<file path="config.mk">
export PLATFORM = sky130hd
export DESIGN_NAME = tarot_card_drawer
export DESIGN_NICKNAME = d
export VERILOG_FILES = /design/src/rtl/tarot_pkg.sv /design/src/rtl/card_range_map.sv /design/src/rtl/tarot_card_drawer.sv
export SDC_FILE = /design/constraint.sdc
export NUM_CORES = 1
export LEC_CHECK = 0
export CORE_AREA = 2 2 213 215
export DETAILED_ROUTE_END_ITERATION = 12
export DIE_AREA = 0 0 215 217
export PLACE_DENSITY = 0.5
export SKIP_CTS_REPAIR_TIMING = 1
export SKIP_LAST_GASP = 1
export SYNTH_ARGS = -nofsm -noshare
export SYNTH_HDL_FRONTEND = slang
export SYNTH_SLANG_ARGS = --single-unit
</file>
<file path="constraint.sdc">
create_clock -name clk -period 5.45 [get_ports clk]
set_input_delay 1.09 -clock clk [delete_from_list [all_inputs] [get_ports clk]]
set_output_delay 1.09 -clock clk [all_outputs]
set_load 0.05 [all_outputs]
</file>
<file path="src/rtl/tarot_pkg.sv">
// Shared constants, FSM state encoding and spread-size clamp for the tarot card drawer.
package tarot_pkg;

    localparam int DECK_SIZE  = 78;
    localparam int MAX_SPREAD = 10;
    localparam int CARD_W     = 7;
    localparam int SLOT_W     = 4;

    typedef enum logic [2:0] {
        ST_IDLE,
        ST_START,
        ST_WAIT,
        ST_MAP,
        ST_PROBE,
        ST_EMIT,
        ST_FINISH
    } state_t;

    // An empty request still draws one card; oversize requests are capped at a full cross.
    function automatic logic [SLOT_W-1:0] clamp_spread(input logic [SLOT_W-1:0] n);
        if (n == '0) begin
            return SLOT_W'(1);
        end else if (n > SLOT_W'(MAX_SPREAD)) begin
            return SLOT_W'(MAX_SPREAD);
        end else begin
            return n;
        end
    endfunction

endpackage

</file>
<file path="src/rtl/card_range_map.sv">
// Scales a 32-bit uniform value onto the deck: top bits of x * DECK_SIZE give 0..DECK_SIZE-1.
module card_range_map
    import tarot_pkg::*;
(
    input  logic [31:0]       rand_x,
    output logic [CARD_W-1:0] card
);

    logic [38:0] product;

    assign product = 39'(rand_x) * 39'(DECK_SIZE);
    assign card    = product[38:32];

endmodule

</file>
<file path="src/rtl/tarot_card_drawer.sv">
// Draws a spread of distinct tarot cards, one chained PRNG run per card, with linear
// probing past cards already drawn in the current spread.
module tarot_card_drawer
    import tarot_pkg::*;
(
    input  logic              clk,
    input  logic              rst,
    input  logic              draw_req,
    input  logic [3:0]        num_cards,
    input  logic [31:0]       seed_in,
    output logic              prng_start,
    output logic [31:0]       prng_seed,
    input  logic              prng_done,
    input  logic [31:0]       random_x,
    input  logic [31:0]       random_y,
    output logic              card_valid,
    output logic [CARD_W-1:0] card_index,
    output logic              card_reversed,
    output logic [SLOT_W-1:0] card_slot,
    output logic              busy,
    output logic              all_done
);

    state_t              state_reg, state_next;
    logic [SLOT_W-1:0]   n_reg, count_reg, count_inc;
    logic [CARD_W-1:0]   cand_reg, cand_wrap, mapped_card;
    logic                rev_reg;
    logic [31:0]         seed_reg;
    logic [DECK_SIZE-1:0] used_reg, cand_onehot;
    logic                accept, cand_used;

    logic                prng_start_next, card_valid_next, all_done_next, busy_next;
    logic                prng_start_reg, card_valid_reg, all_done_reg, busy_reg;
    logic [CARD_W-1:0]   card_index_reg;
    logic                card_reversed_reg;
    logic [SLOT_W-1:0]   card_slot_reg;

    card_range_map u_map (
        .rand_x (random_x),
        .card   (mapped_card)
    );

    assign accept    = (state_reg == ST_IDLE) && draw_req;
    assign cand_used = used_reg[cand_reg];
    assign cand_wrap = (cand_reg == CARD_W'(DECK_SIZE - 1)) ? '0 : cand_reg + CARD_W'(1);
    assign count_inc = count_reg + SLOT_W'(1);

    generate
        for (genvar gi = 0; gi < DECK_SIZE; gi++) begin : g_onehot
            assign cand_onehot[gi] = (cand_reg == CARD_W'(gi));
        end
    endgenerate

    always_ff @(posedge clk or posedge rst) begin
        if (rst) begin
            state_reg <= ST_IDLE;
        end else begin
            state_reg <= state_next;
        end
    end

    always_comb begin
        state_next = state_reg;
        case (state_reg)
            ST_IDLE:   if (draw_req) state_next = ST_START;
            ST_START:  state_next = ST_WAIT;
            ST_WAIT:   if (prng_done) state_next = ST_MAP;
            ST_MAP:    state_next = ST_PROBE;
            ST_PROBE:  if (!cand_used) state_next = ST_EMIT;
            ST_EMIT:   state_next = (count_inc == n_reg) ? ST_FINISH : ST_START;
            ST_FINISH: state_next = ST_IDLE;
            default:   state_next = ST_IDLE;
        endcase
    end

    // Strobes are registered from the next state so each is high exactly while its state is current.
    always_comb begin
        prng_start_next = (state_next == ST_START);
        card_valid_next = (state_next == ST_EMIT);
        all_done_next   = (state_next == ST_FINISH);
        busy_next       = (state_next != ST_IDLE);
    end

    always_ff @(posedge clk or posedge rst) begin
        if (rst) begin
            prng_start_reg    <= 1'b0;
            card_valid_reg    <= 1'b0;
            all_done_reg      <= 1'b0;
            busy_reg          <= 1'b0;
            card_index_reg    <= '0;
            card_reversed_reg <= 1'b0;
            card_slot_reg     <= '0;
        end else begin
            prng_start_reg <= prng_start_next;
            card_valid_reg <= card_valid_next;
            all_done_reg   <= all_done_next;
            busy_reg       <= busy_next;
            if (card_valid_next) begin
                card_index_reg    <= cand_reg;
                card_reversed_reg <= rev_reg;
                card_slot_reg     <= count_reg;
            end
        end
    end

    always_ff @(posedge clk or posedge rst) begin
        if (rst) begin
            n_reg     <= '0;
            count_reg <= '0;
            cand_reg  <= '0;
            rev_reg   <= 1'b0;
            seed_reg  <= '0;
        end else begin
            case (state_reg)
                ST_IDLE: begin
                    if (draw_req) begin
                        n_reg     <= clamp_spread(num_cards);
                        seed_reg  <= seed_in;
                        count_reg <= '0;
                    end
                end
                ST_MAP: begin
                    cand_reg <= mapped_card;
                    rev_reg  <= random_y[31];
                    seed_reg <= random_x;
                end
                ST_PROBE: begin
                    if (cand_used) cand_reg <= cand_wrap;
                end
                ST_EMIT: begin
                    count_reg <= count_inc;
                end
                default: begin
                end
            endcase
        end
    end

    always_ff @(posedge clk or posedge rst) begin
        if (rst) begin
            used_reg <= '0;
        end else if (accept) begin
            used_reg <= '0;
        end else if (state_reg == ST_EMIT) begin
            used_reg <= used_reg | cand_onehot;
        end
    end

    assign prng_start    = prng_start_reg;
    assign prng_seed     = seed_reg;
    assign card_valid    = card_valid_reg;
    assign card_index    = card_index_reg;
    assign card_reversed = card_reversed_reg;
    assign card_slot     = card_slot_reg;
    assign busy          = busy_reg;
    assign all_done      = all_done_reg;

endmodule

</file>
==> impl_metrics.py <==
metrics = {
    "sta": {
        "max-slew-margin-rel": 0.352,
        "clock-skew-final_ns": 0.0150,
        "final.min_clock_period_ns": 5.19,
        "max_slew.worst_pin.slew_ns": 0.972,
        "clock.fmax_mhz": 193,
        "setup_viol_count_final": 0,
        "timing.final.hold_violations": 0,
        "final_max_slew_viol_count": 0,
        "setup_repair_after_global_routing_missed_its_margin": "false",
        "setup-tns-final_ns": 0,
        "finalCritPeriodShare": 0.953,
    },
    "logic_synthesis": {
        "synthDominantCellAreaShare": 0.360,
        "synth_nets": 1318,
        "synth_area_per_cell_um2": 9.29,
        "number_of_synthesized_flops_with_an_enable_pin": 0,
        "synth.yosys.seq_area_share": 0.360,
        "synth_ff_type": "sky130_fd_sc_hd__dfrtp_1",
        "netlist_area_um2": 10100,
        "syn_inst": 1084,
        "synth.top_cells.by_area": "sky130_fd_sc_hd__dfrtp_1 36%, sky130_fd_sc_hd__fa_1 12%, sky130_fd_sc_hd__ha_1 8.9%",
        "ys_warn_count": 0,
        "largest_area_contributor_in_the_netlist": "sky130_fd_sc_hd__dfrtp_1",
        "ys_ff_latch": 145,
        "synth_async_sr_flop_share": 1.00,
        "post_synth_num_cell_types": 60,
    },
    "setup_path": {
        "worst-endpoint-required_ns": 5.78,
        "worst_r2r_startpoint": "cand_reg[1]",
        "category_of_the_worst_setup_path_launch_point": "input port",
        "r2r_end": "card_index[2]",
        "worst-path-max-fanout": 3,
        "crit_path_kind": "in -> reg",
        "worstSetupEndpointType": "flop",
        "setup.reg_to_reg.worst_slack_ns": 1.61,
        "arrival_ns": 5.52,
        "worst_r2r_path_depth": 7,
    },
    "place": {
        "place_hpwl_um": 21000,
        "port_buffers": 120,
        "placed_cells_incl_taps": 1816,
        "placer_congestion_estimate": 0.792,
    },
    "drt": {
        "first_iter_violations": 383,
        "number_of_vias_per_cell": 4.38,
        "via_count": 8098,
        "routed_wl_um": 27500,
        "drcViolationCount": 0,
        "final_antenna_net_count": 0,
        "routed_wire_length_per_instance_um": 14.9,
        "detail_route.first_pass.iterations": 5,
    },
    "run": {
        "cap_viol_max_count": 0,
    },
    "floorplanning": {
        "placementRows": 78,
        "die_width_um": 215,
        "die_area_um2": 46700,
        "core_area_um2": 44700,
        "top_level_ports": 152,
        "die_y_um": 217,
        "initial_utilization": 0.225,
    },
    "final_layout": {
        "synthToLayoutAreaGrowth_pct": 28.1,
        "commonest_non_fill_non_tap_cell_in_the_layout": "sky130_fd_sc_hd__inv_1",
        "nets": 1469,
        "final_layout_size_suffix_gt1_frac": 0.0907,
        "final_util": 0.289,
        "largest_register_ffs": 78,
        "number_of_standard_cells_in_the_layout_taps_in_and_fillers_out": 1847,
        "most-common-layout-cells": "179 x sky130_fd_sc_hd__inv_1, 145 x sky130_fd_sc_hd__dfrtp_1, 120 x sky130_fd_sc_hd__clkdlybuf4s50_1",
    },
    "global_route": {
        "global_route.usage.total": 0.122,
        "antenna_found_initial": 4,
        "first_pass_grt_wire_length_um": 45200,
        "gr-total-overflow": 0,
        "grt_max_degree": 101,
        "vias_in_the_first_global_route": 8364,
    },
    "power_and_ir_drop": {
        "peakVddDrop_mv": 0.240,
        "power_leakage_uw": 0.00634,
        "power_per_cell_area_nw_per_um2": 450,
    },
    "clocking": {
        "tritoncts": "yes",
        "htree_num_levels": 4,
        "cts_sinks": 145,
        "cts_max_path_buffers": 2,
        "cts.root.buffer_cell": "sky130_fd_sc_hd__clkbuf_16",
        "numCtsBuffers": 17,
        "clkTransAtPathRegs_ns": 0.07,
        "worst_skew_pair.late_latency_ns": 0.44,
    },
    "min_path": {
        "hold_path_depth": 2,
        "holdCritPathClass": "reg -> reg",
        "hold_end": "prng_seed[26]",
        "worstHoldStart": "prng_seed[26]",
    },
    "status": {
        "outcome": "finished clean",
    },
}
==> stage by stage <==
stage	hold WS (ns)	cell area, um2	worst slack, ns	total power (uW)
3_3_place_gp	0.457	12300	-0.151	4560
6_report	0.474	12900	0.257	5800
4_1_cts	0.478	12900	0.263	5890
5_1_grt	0.500	12900	0.129	6240
3_5_place_dp	0.463	12300	-0.199	4590
2_1_floorplan	0.442	10100	0.465	3590
==> synth_stat cells (6+ instances only) <==
cell                       count
sky130_fd_sc_hd__a21o_1        7
sky130_fd_sc_hd__a21oi_1     103
sky130_fd_sc_hd__a22oi_1      35
sky130_fd_sc_hd__a31oi_1       9
sky130_fd_sc_hd__and2_1       11
sky130_fd_sc_hd__and3_1       13
sky130_fd_sc_hd__buf_2         6
sky130_fd_sc_hd__clkbuf_1     34
sky130_fd_sc_hd__dfrtp_1     145
sky130_fd_sc_hd__fa_1         58
sky130_fd_sc_hd__ha_1         72
sky130_fd_sc_hd__inv_1       180
sky130_fd_sc_hd__mux2_1       13
sky130_fd_sc_hd__mux2i_1      18
sky130_fd_sc_hd__mux4_2       13
sky130_fd_sc_hd__nand2_1      99
sky130_fd_sc_hd__nand3_1      22
sky130_fd_sc_hd__nand4_1       6
sky130_fd_sc_hd__nor2_1      104
sky130_fd_sc_hd__nor2b_1       7
sky130_fd_sc_hd__nor3_1       11
sky130_fd_sc_hd__o211ai_1     11
sky130_fd_sc_hd__o21a_1        6
sky130_fd_sc_hd__o21ai_0      22
==> cell families after synthesis <==
logic type | after synthesis | share of synthesized area
simple gates | 299 | 0.135
fa+ha+maj | 130 | 0.205
compound gates | 225 | 0.137
buf+inv | 228 | 0.0891
mux | 47 | 0.0648
xor+xnor | 10 | 0.00869
flops | 145 | 0.360
==> how the worst max path moves through the flow <==
stage / start / end / slack [ns] / depth (start not counted)
floorplan: rst / all_done / 0.47 / 1
global route: random_x[27] / cand_reg[1] / 0.13 / 17
finish: random_x[27] / cand_reg[1] / 0.26 / 17
global placement: random_x[27] / cand_reg[1] / -0.15 / 17
CTS: random_x[27] / cand_reg[1] / 0.26 / 17
detailed placement: random_x[27] / cand_reg[1] / -0.20 / 17
==> layout make-up <==
class	instances	area (um2)
fillers	4837	31800
multi-input cells	711	5560
flip-flops and latches	145	3630
repair buffers	180	1660
well taps	600	751
inverters	180	681
clock buffers	18	429
clock inverters	12	184
diodes	1	2.50
==> power breakdown <==
group,switching (uW),internal (uW)
clock,498,766
combinational,1810,1130
sequential,287,1310
==> critical path, cell delays in order <==
cell and delay (ns):
sky130_fd_sc_hd__clkdlybuf4s50_1 0.53, sky130_fd_sc_hd__inv_1 0.14, sky130_fd_sc_hd__fa_1 0.56, sky130_fd_sc_hd__inv_1 0.04, sky130_fd_sc_hd__ha_1 0.26, sky130_fd_sc_hd__inv_1 0.05, sky130_fd_sc_hd__fa_1 0.53, sky130_fd_sc_hd__inv_1 0.05
sky130_fd_sc_hd__ha_1 0.32, sky130_fd_sc_hd__and3_1 0.17, sky130_fd_sc_hd__and4_1 0.22, sky130_fd_sc_hd__a311o_1 0.32, sky130_fd_sc_hd__a2111o_1 0.42, sky130_fd_sc_hd__a21oi_1 0.20, sky130_fd_sc_hd__xor2_1 0.22, sky130_fd_sc_hd__o22ai_1 0.10
sky130_fd_sc_hd__mux2_1 0.29
==> metal layers <==
metal	wire (um)	GRT usage	up-vias
li1	-	-	3920
met1	12500	0.156	4006
met2	13600	0.209	145
met3	1090	0.0294	21
met4	264	0.0274	6
met5	35	0	-
Note: power is estimated with default switching activity, not from simulation.
